**src/rtl/farm_request_ctrl.sv**
```systemverilog
// farm_request_ctrl
// Builds the farm-road request `c` for the traffic light controller from a
// raw loop detector and a pedestrian button. Both raw inputs are
// synchronised and debounced. Pedestrian presses are latched until the farm
// road has been served. After every farm phase a hold-off window keeps `c`
// low so the main road cannot be starved.

module farm_request_ctrl #(
  parameter int DEB_CYC     = 4,   // identical samples needed to flip a debounced level
  parameter int HOLDOFF_CYC = 40,  // cycles `c` is held low after a farm phase
  parameter int WAIT_W      = 8    // width of the saturating wait counter
) (
  input  logic              clk,
  input  logic              rst_n,
  input  logic              det_raw,
  input  logic              ped_raw,
  input  logic              FG,
  input  logic              FY,
  output logic              c,
  output logic              ped_wait,
  output logic [WAIT_W-1:0] wait_cnt,
  output logic              holdoff
);

  localparam int DEB_W  = $clog2(DEB_CYC + 1);
  localparam int HOLD_W = $clog2(HOLDOFF_CYC + 1);

  localparam logic [1:0] S_IDLE    = 2'd0;
  localparam logic [1:0] S_REQ     = 2'd1;
  localparam logic [1:0] S_SERVE   = 2'd2;
  localparam logic [1:0] S_HOLDOFF = 2'd3;

  // Registered state
  logic              det_s1, det_s2, ped_s1, ped_s2;
  logic              det_deb, ped_deb;
  logic [DEB_W-1:0]  det_cnt, ped_cnt;
  logic              ped_req;
  logic [1:0]        state;
  logic [HOLD_W-1:0] hold_cnt;

  // Next-state values
  logic              det_deb_n, ped_deb_n;
  logic [DEB_W-1:0]  det_cnt_n, ped_cnt_n;
  logic              ped_req_n;
  logic [1:0]        state_n;
  logic [HOLD_W-1:0] hold_cnt_n;
  logic [WAIT_W-1:0] wait_cnt_n;
  logic              c_n, holdoff_n;

  logic req, req_n, ped_rise, service_done;

  // Debounce both synchronised inputs: a level flips only after DEB_CYC
  // consecutive disagreeing samples; any agreeing sample restarts the count.
  always_comb begin
    // NOTE: every signal assigned here gets a default first so no latch is inferred.
    det_deb_n = det_deb;
    det_cnt_n = '0;
    ped_deb_n = ped_deb;
    ped_cnt_n = '0;
    if (det_s2 != det_deb) begin
      if (det_cnt == DEB_W'(DEB_CYC - 1)) det_deb_n = ~det_deb;
      else                                det_cnt_n = det_cnt + 1'b1;
    end
    if (ped_s2 != ped_deb) begin
      if (ped_cnt == DEB_W'(DEB_CYC - 1)) ped_deb_n = ~ped_deb;
      else                                ped_cnt_n = ped_cnt + 1'b1;
    end
  end

  assign req      = det_deb | ped_req;
  assign ped_rise = ped_deb_n & ~ped_deb;

  // Service FSM; a yellow seen outside SERVE means green was missed and the
  // phase is still treated as served.
  always_comb begin
    state_n    = state;
    hold_cnt_n = hold_cnt;
    case (state)
      S_IDLE: begin
        if (FY)       state_n = S_HOLDOFF;
        else if (req) state_n = S_REQ;
      end
      S_REQ: begin
        if (FG)        state_n = S_SERVE;
        else if (FY)   state_n = S_HOLDOFF;
        else if (!req) state_n = S_IDLE;
      end
      S_SERVE: begin
        if (FY) state_n = S_HOLDOFF;
      end
      S_HOLDOFF: begin
        if (hold_cnt == HOLD_W'(HOLDOFF_CYC)) begin
          state_n    = S_IDLE;
          hold_cnt_n = '0;
        end else begin
          hold_cnt_n = hold_cnt + 1'b1;
        end
      end
      default: state_n = S_IDLE;
    endcase
    // The hold-off counter starts at 1 on entry so it runs 1..HOLDOFF_CYC.
    if (state_n == S_HOLDOFF && state != S_HOLDOFF) hold_cnt_n = HOLD_W'(1);
  end

  assign service_done = (state_n == S_HOLDOFF) && (state != S_HOLDOFF);

  // Pedestrian latch (a new press beats a simultaneous clear), wait counter
  // and output decode, all evaluated on next-state so outputs are registered.
  always_comb begin
    if (ped_rise)          ped_req_n = 1'b1;
    else if (service_done) ped_req_n = 1'b0;
    else                   ped_req_n = ped_req;

    req_n = det_deb_n | ped_req_n;

    wait_cnt_n = wait_cnt;
    case (state_n)
      S_IDLE:  wait_cnt_n = '0;
      S_REQ:   begin
        if (state != S_REQ)        wait_cnt_n = '0;
        else if (wait_cnt != '1)   wait_cnt_n = wait_cnt + 1'b1;
      end
      S_SERVE: if (state != S_SERVE) wait_cnt_n = '0;
      default: wait_cnt_n = wait_cnt;
    endcase

    c_n       = (state_n == S_REQ) || ((state_n == S_SERVE) && req_n);
    holdoff_n = (state_n == S_HOLDOFF);
  end

  // All state and registered outputs; everything clears as soon as rst_n falls.
  always_ff @(posedge clk or negedge rst_n) begin
    if (!rst_n) begin
      det_s1   <= 1'b0;
      det_s2   <= 1'b0;
      ped_s1   <= 1'b0;
      ped_s2   <= 1'b0;
      det_deb  <= 1'b0;
      ped_deb  <= 1'b0;
      det_cnt  <= '0;
      ped_cnt  <= '0;
      ped_req  <= 1'b0;
      state    <= S_IDLE;
      hold_cnt <= '0;
      wait_cnt <= '0;
      c        <= 1'b0;
      holdoff  <= 1'b0;
    end else begin
      // NOTE: non-blocking assignments so every flop samples pre-edge values,
      // which is what makes the two-flop synchroniser chain work.
      det_s1   <= det_raw;
      det_s2   <= det_s1;
      ped_s1   <= ped_raw;
      ped_s2   <= ped_s1;
      det_deb  <= det_deb_n;
      ped_deb  <= ped_deb_n;
      det_cnt  <= det_cnt_n;
      ped_cnt  <= ped_cnt_n;
      ped_req  <= ped_req_n;
      state    <= state_n;
      hold_cnt <= hold_cnt_n;
      wait_cnt <= wait_cnt_n;
      c        <= c_n;
      holdoff  <= holdoff_n;
    end
  end

  assign ped_wait = ped_req;

endmodule
```
**config.mk**
```make
export PLATFORM = sky130hd
export DESIGN_NAME = farm_request_ctrl
export DESIGN_NICKNAME = d
export VERILOG_FILES = /design/src/rtl/farm_request_ctrl.sv
export SDC_FILE = /design/constraint.sdc
export NUM_CORES = 1
export LEC_CHECK = 0
export BUFFER_PORTS_ARGS = -buffer_cell sky130_fd_sc_hd__buf_4
export CAP_MARGIN = 25
export CORE_MARGIN = 3
export CORE_UTILIZATION = 50
export CTS_CLUSTER_DIAMETER = 80
export DETAILED_ROUTE_END_ITERATION = 6
export HOLD_SLACK_MARGIN = 0.03
export PLACE_DENSITY = 0.78
export SLEW_MARGIN = 0
export SYNTH_ARGS = -nofsm -noshare
export SYNTH_HDL_FRONTEND = slang
export SYNTH_SLANG_ARGS = --single-unit
```
**constraint.sdc**
```tcl
create_clock -name clk -period 2.5 [get_ports clk]
set_clock_uncertainty 0.1 [all_clocks]
set_input_delay 0.375 -clock clk [delete_from_list [all_inputs] [get_ports clk]]
set_output_delay 0.375 -clock clk [all_outputs]
set_load 0.01 [all_outputs]
```
Yosys cells after proc, flatten, opt, wreduce, memory -nomap -nowiden
Index checks and enable logic that the tools add are counted.

storage, ports and cells
  output and inout port bits = 11
  input port bits = 6
  bits in registers = 31
  logic and storage cells = 73

cells by class
  reductions and logical operators = 8
  bitwise logic cells = 5
  equal/unequal tests = 17
  add/sub/neg operators = 4
  multiplexer cells = 25

operator list
  cell                   number
  $mux W8                3
  $pmux W8 S3            1
  $mux W6                3
  $mux W2                7
  $mux W3                4
  $add A8 B1 Y8 const B  1
  $eq A2 B2 Y1 const B   4
  $ne A8 B8 Y1 const B   1
  $pmux W2 S4            1
  $add A3 B1 Y3 const B  2
  $add A6 B1 Y6 const B  1
  $eq A3 B2 Y1 const B   2
  $eq A6 B6 Y1 const B   1
  $mux W1                6
  $ne A2 B2 Y1 const B   3
  $eq A2 B1 Y1 const B   2
  $logic_not A2 Y1       2
  $ne A3 B3 Y1 const B   1
  $reduce_and A3 Y1      1
  $reduce_bool A3 Y1     1
  $logic_and A1 B1 Y1    2
  $ne A1 B1 Y1           2
  $ne A2 B1 Y1 const B   1
  $not A1 Y1             2
  4 further kinds        5

Depth between registers and ports, before layout
  depth in word-level cells = 12
  depth in mapped cells = 6

Worst setup path after synthesis
Ideal clock, no wire load.

  kind = reg2reg
  start point = register det_cnt[0]
  end point = register c
  stages on the path, launching flop included = 6
  data required time = 2.280 ns
  path buffers = 0
  period minus slack after synthesis = 1.641 ns
  setup slack = 0.859 ns
  arrival = 1.421 ns
  cell sequence = dfrtp_1 > ha_1 > nor2b_1 > mux2_2 > a211o_1 > a31o_2

between the ends
  word-level cells in the longest chain between the ends = 6

ends and longest elaborated chain
  item                    line  source
  from (decl)             36    logic [DEB_W-1:0] det_cnt, ped_cnt;
  from (signal assigned)  157   det_cnt <= det_cnt_n;
  $eq A3 B2 Y1            61    if (det_cnt == DEB_W'(DEB_CYC - 1)) det_deb_n = ~det_deb;
  $mux W1                 61
  $mux W1                 60    if (det_s2 != det_deb) begin
  via det_deb_n           42    logic det_deb_n, ped_deb_n;
  $or A1 B1 Y1            114   req_n = det_deb_n | ped_req_n;
  $logic_and A1 B1 Y1     127   c_n = (state_n == S_REQ) || ((state_n == S_SERVE) && req_n);
  $logic_or A1 B1 Y1      127
  via c_n                 48    logic c_n, holdoff_n;
  to (signal assigned)    163   c <= c_n;
  to (decl)               19    output logic c,

The timed path passes the listed nets, and every way through them passes these cells.
A chain may end at the register's enable or synchronous reset.

Worst setup path in the final report
  start point = register state[1]
  end point = register wait_cnt[1]

between the ends
  word-level cells in the longest chain between the ends = 7
  elaborated cells on any way between the ends = 23

ends and longest elaborated chain
  item                                            line  source
  from (decl)                                     38    logic [1:0] state;
  from (signal assigned)                          160   state <= state_n;
  $mux W2                                         86    else if (!req) state_n = S_IDLE;
  $mux W2                                         85    else if (FY) state_n = S_HOLDOFF;
  $mux W2                                         84    if (FG) state_n = S_SERVE;
  $pmux W2 S4                                     78    case (state)
  $eq A2 B1 Y1 (tied with other cells)            117   case (state_n)
  $ne A3 B3 Y1 (no line) (tied with other cells)  -
  $reduce_and A3 Y1 (no line)                     -
  to (signal assigned)                            162   wait_cnt <= wait_cnt_n;
  to (decl)                                       21    output logic [WAIT_W-1:0] wait_cnt,

Parallel ways exist; a longest one is shown, timed or not.

==> results by group <==
Timing
  – Final Critical Period: 1.87 ns
  – Final hold slack: 0.0638 ns
  – Final Max Tran Viols: 0
  – Final hold violations: 0
  – Endpoints failing setup: 0
  – RSZ-0062 raised after global routing: false
  – Fmax: 535 MHz
  – Setup total negative slack: 0 ns
  – Least-Margin Pin Slew: 0.554 ns
  – Max-slew headroom at the worst pin: 63.0%
  – Crit share post-route: 74.8%

Clock network
  – Post-CTS Hold Buffers: 1
  – Clock sinks: 31
  – Insertion delay to the later sink of the worst-skew pair: 0.32 ns
  – Clock-pin slew on the worst setup and hold paths: 0.09 ns
  – CTS tree: done
  – Clock H-tree levels: 2
  – TritonCTS Buffers: 5
  – CTS root buf: clkbuf_4
  – Clock Tree Buf Depth: 2
  – # resized after CTS: 0
  – Post-CTS Setup Inserts: 0

Synthesis
  – Unique masters post-synth: 41
  – Count leader, synth: dfrtp_1
  – Cell taking the most area after synthesis: dfrtp_1
  – Number of synthesized flops with an enable pin: 0
  – Top_reg_cell synth: dfrtp_1
  – Synthesized cell area: 1500 µm²
  – Synth Area per Inst: 10.6 µm²
  – Sequential fraction of the synthesis area: 51.9%
  – Share of the synthesized area in the top cell type: 51.9%
  – Ys Warns: 0
  – Number of synthesized register bits: 31
  – Syn_nets: 152
  – Ys async rst share: 100%
  – Largest cells by area after synthesis: dfrtp_1, ha_1, nand2_1
  – Top cells by count, synth: dfrtp_1, nand2_1, o21ai_0
  – Post-Syn Instances: 141

Global routing
  – Largest net degree at the start of global routing: 32
  – GRT Total Usage: 17.3%
  – Grt ovf: 0
  – First-pass GRT wire length: 4660 µm
  – Initial antenna violation count: 0
  – Number of global-route vias before repair: 1090

Routing
  – Total routed wirelength: 2810 µm
  – Post-route antenna net violation count: 0
  – Vias: 1164
  – Vias per cell: 6.06
  – Avg WL per Cell: 14.6 µm
  – Starting DRT DRC Count: 55
  – Residual DRC: 0
  – TritonRoute pass-1 iters: 4

Pwr
  – NetSw: 0.565 mW
  – Clock power share: 15.9%
  – Pwr/cell area: 925 nW/µm²
  – Cell Int Power: 0.993 mW
  – Worst vdd ir: 0.581 mV
  – Sequential power share: 49.5%
  – Leak: 0.778 nW
  – Combinational power share: 34.6%
  – Sw Share: 36.2%

Worst setup path
  – Slowest-stage cell, CP: nor2b_1
  – Critical Path RT: 2.64 ns
  – Worst-path cell chain: nor4b_2, nor2b_1, o21ai_0, o22ai_1
  – Setup Crit Path Kind: reg2reg
  – CP peak stage delay: 0.50 ns
  – Reg-to-reg setup timing slack: 0.63 ns
  – Worst path top cell family by delay: simple AND/OR/NAND/NOR gates
  – Buf/Inv on CP: 0
  – Max FO, Critical Path: 9
  – CP Capture Type: register
  – Worst Path Arrival: 2.01 ns
  – Crit start category: register

Die
  – Core Footprint: 2810 µm²
  – Cell Rows: 19
  – Die Width: 60.7 µm
  – Height of the chip: 60.7 µm
  – Starting Density: 53.3%
  – Die area: 3680 µm²
  – I/O pins: 17

Finish
  – Fin nets: 173
  – Fill cell count: 242
  – Layout cells sized above 1: 18.6%
  – Cell Count, Final, Fillers Out: 192
  – Cell area after layout: 1680 µm²
  – Syn-to-layout area delta: 12.6%
  – Diodes inserted: 0

Min path
  – Hold Crit Class: in2reg

Placed design
  – Port bufs: 16
  – Area after DPL: 1630 µm²
  – Placer congestion estimate: 0.898
  – Placed insts: 185
  – HPWL after DPL: 2100 µm

Run status
  – Status: completed

Flow run
  – Max-cap viol count: 0
-- sequential cells by signal, indices dropped and copies added (netlist names) --
| register | count |
|---|---|
| ped_cnt | 3 |
| state | 2 |
| ped_s1 | 1 |
| wait_cnt | 8 |
| det_s2 | 1 |
| ped_wait | 1 |
| det_deb | 1 |
| c | 1 |
| hold_cnt | 6 |
| holdoff | 1 |
| ped_deb | 1 |
| det_s1 | 1 |
| ped_s2 | 1 |
| det_cnt | 3 |
-- logic make-up (layout without fill, tap and decap cells) --
| group | after synthesis | after routing | synth area share [%] |
|---|---|---|---|
| adder cells (fa/ha/maj) | 5 | 5 | 4.18 |
| XOR/XNOR | 3 | 3 | 1.76 |
| AND/OR/NAND/NOR | 47 | 47 | 17.5 |
| flip-flops | 31 | 31 | 51.9 |
| buffers and inverters | 9 | 29 | 2.93 |
| AO/OA/AOI/OAI | 43 | 43 | 19.6 |
| multiplexers | 3 | 3 | 2.18 |
-- path summary, 6_finish.rpt --
| path | from | to | cells after the start |
|---|---|---|---|
| worst max register to register | state[1] | wait_cnt[1] | 4 |
| max in group asynchronous | rst_n | state[0] | 2 |
| min in group asynchronous | rst_n | wait_cnt[7] | 2 |
| worst min register to register | det_s1 | det_s2 | 0 |
| worst min-delay path | ped_raw | ped_s1 | 1 |
| worst max-delay path | state[1] | wait_cnt[1] | 4 |
-- per-stage QoR --
stage	setup WS (ns)	util (%)	total power, mW
6_report	0.630	60.0	1.56
5_1_grt	0.447	60.0	1.68
4_1_cts	0.641	60.0	1.57
3_5_place_dp	0.636	58.2	1.31
3_3_place_gp	0.741	58.2	1.28
2_1_floorplan	0.859	-	1.15
-- power by group through the flow --
stage | registers, mW | logic [mW] | clock network [mW]
after detailed placement | 0.780 | 0.534 | 0
final | 0.771 | 0.538 | 0.248
after floorplan | 0.767 | 0.382 | 0
after CTS | 0.769 | 0.545 | 0.260
after global placement | 0.768 | 0.507 | 0
after global routing | 0.790 | 0.612 | 0.278
-- cell type report --
type / instances / area, µm² / area share (%)
multi-input cells: 101 / 676 / 40.1
inverters: 6 / 22.5 / 1.34
flip-flops and latches: 31 / 776 / 46.1
clock buffers: 6 / 41.3 / 2.45
repair buffers: 17 / 130 / 7.73
well taps: 31 / 38.8 / 2.30
-- layout by cell type, fill, tap and decap left out, types with 3 or more instances in the layout --
cell	n
a21oi_1	10
nor3_1	3
nor2b_1	5
ha_1	5
clkbuf_4	5
dfrtp_1	31
a31oi_1	3
inv_1	6
buf_4	16
nand2_1	15
o21ai_0	11
nor2_1	7
nand3_1	4
a21o_1	3
-- routing by layer --
metal  part of all wire [%]  track usage (%)
met5                      0                0
met4                    1.8             7.43
met3                    4.3             4.47
met2                     49             28.4
met1                     45             21.5
No activity file was read; power rests on OpenSTA's default activity.
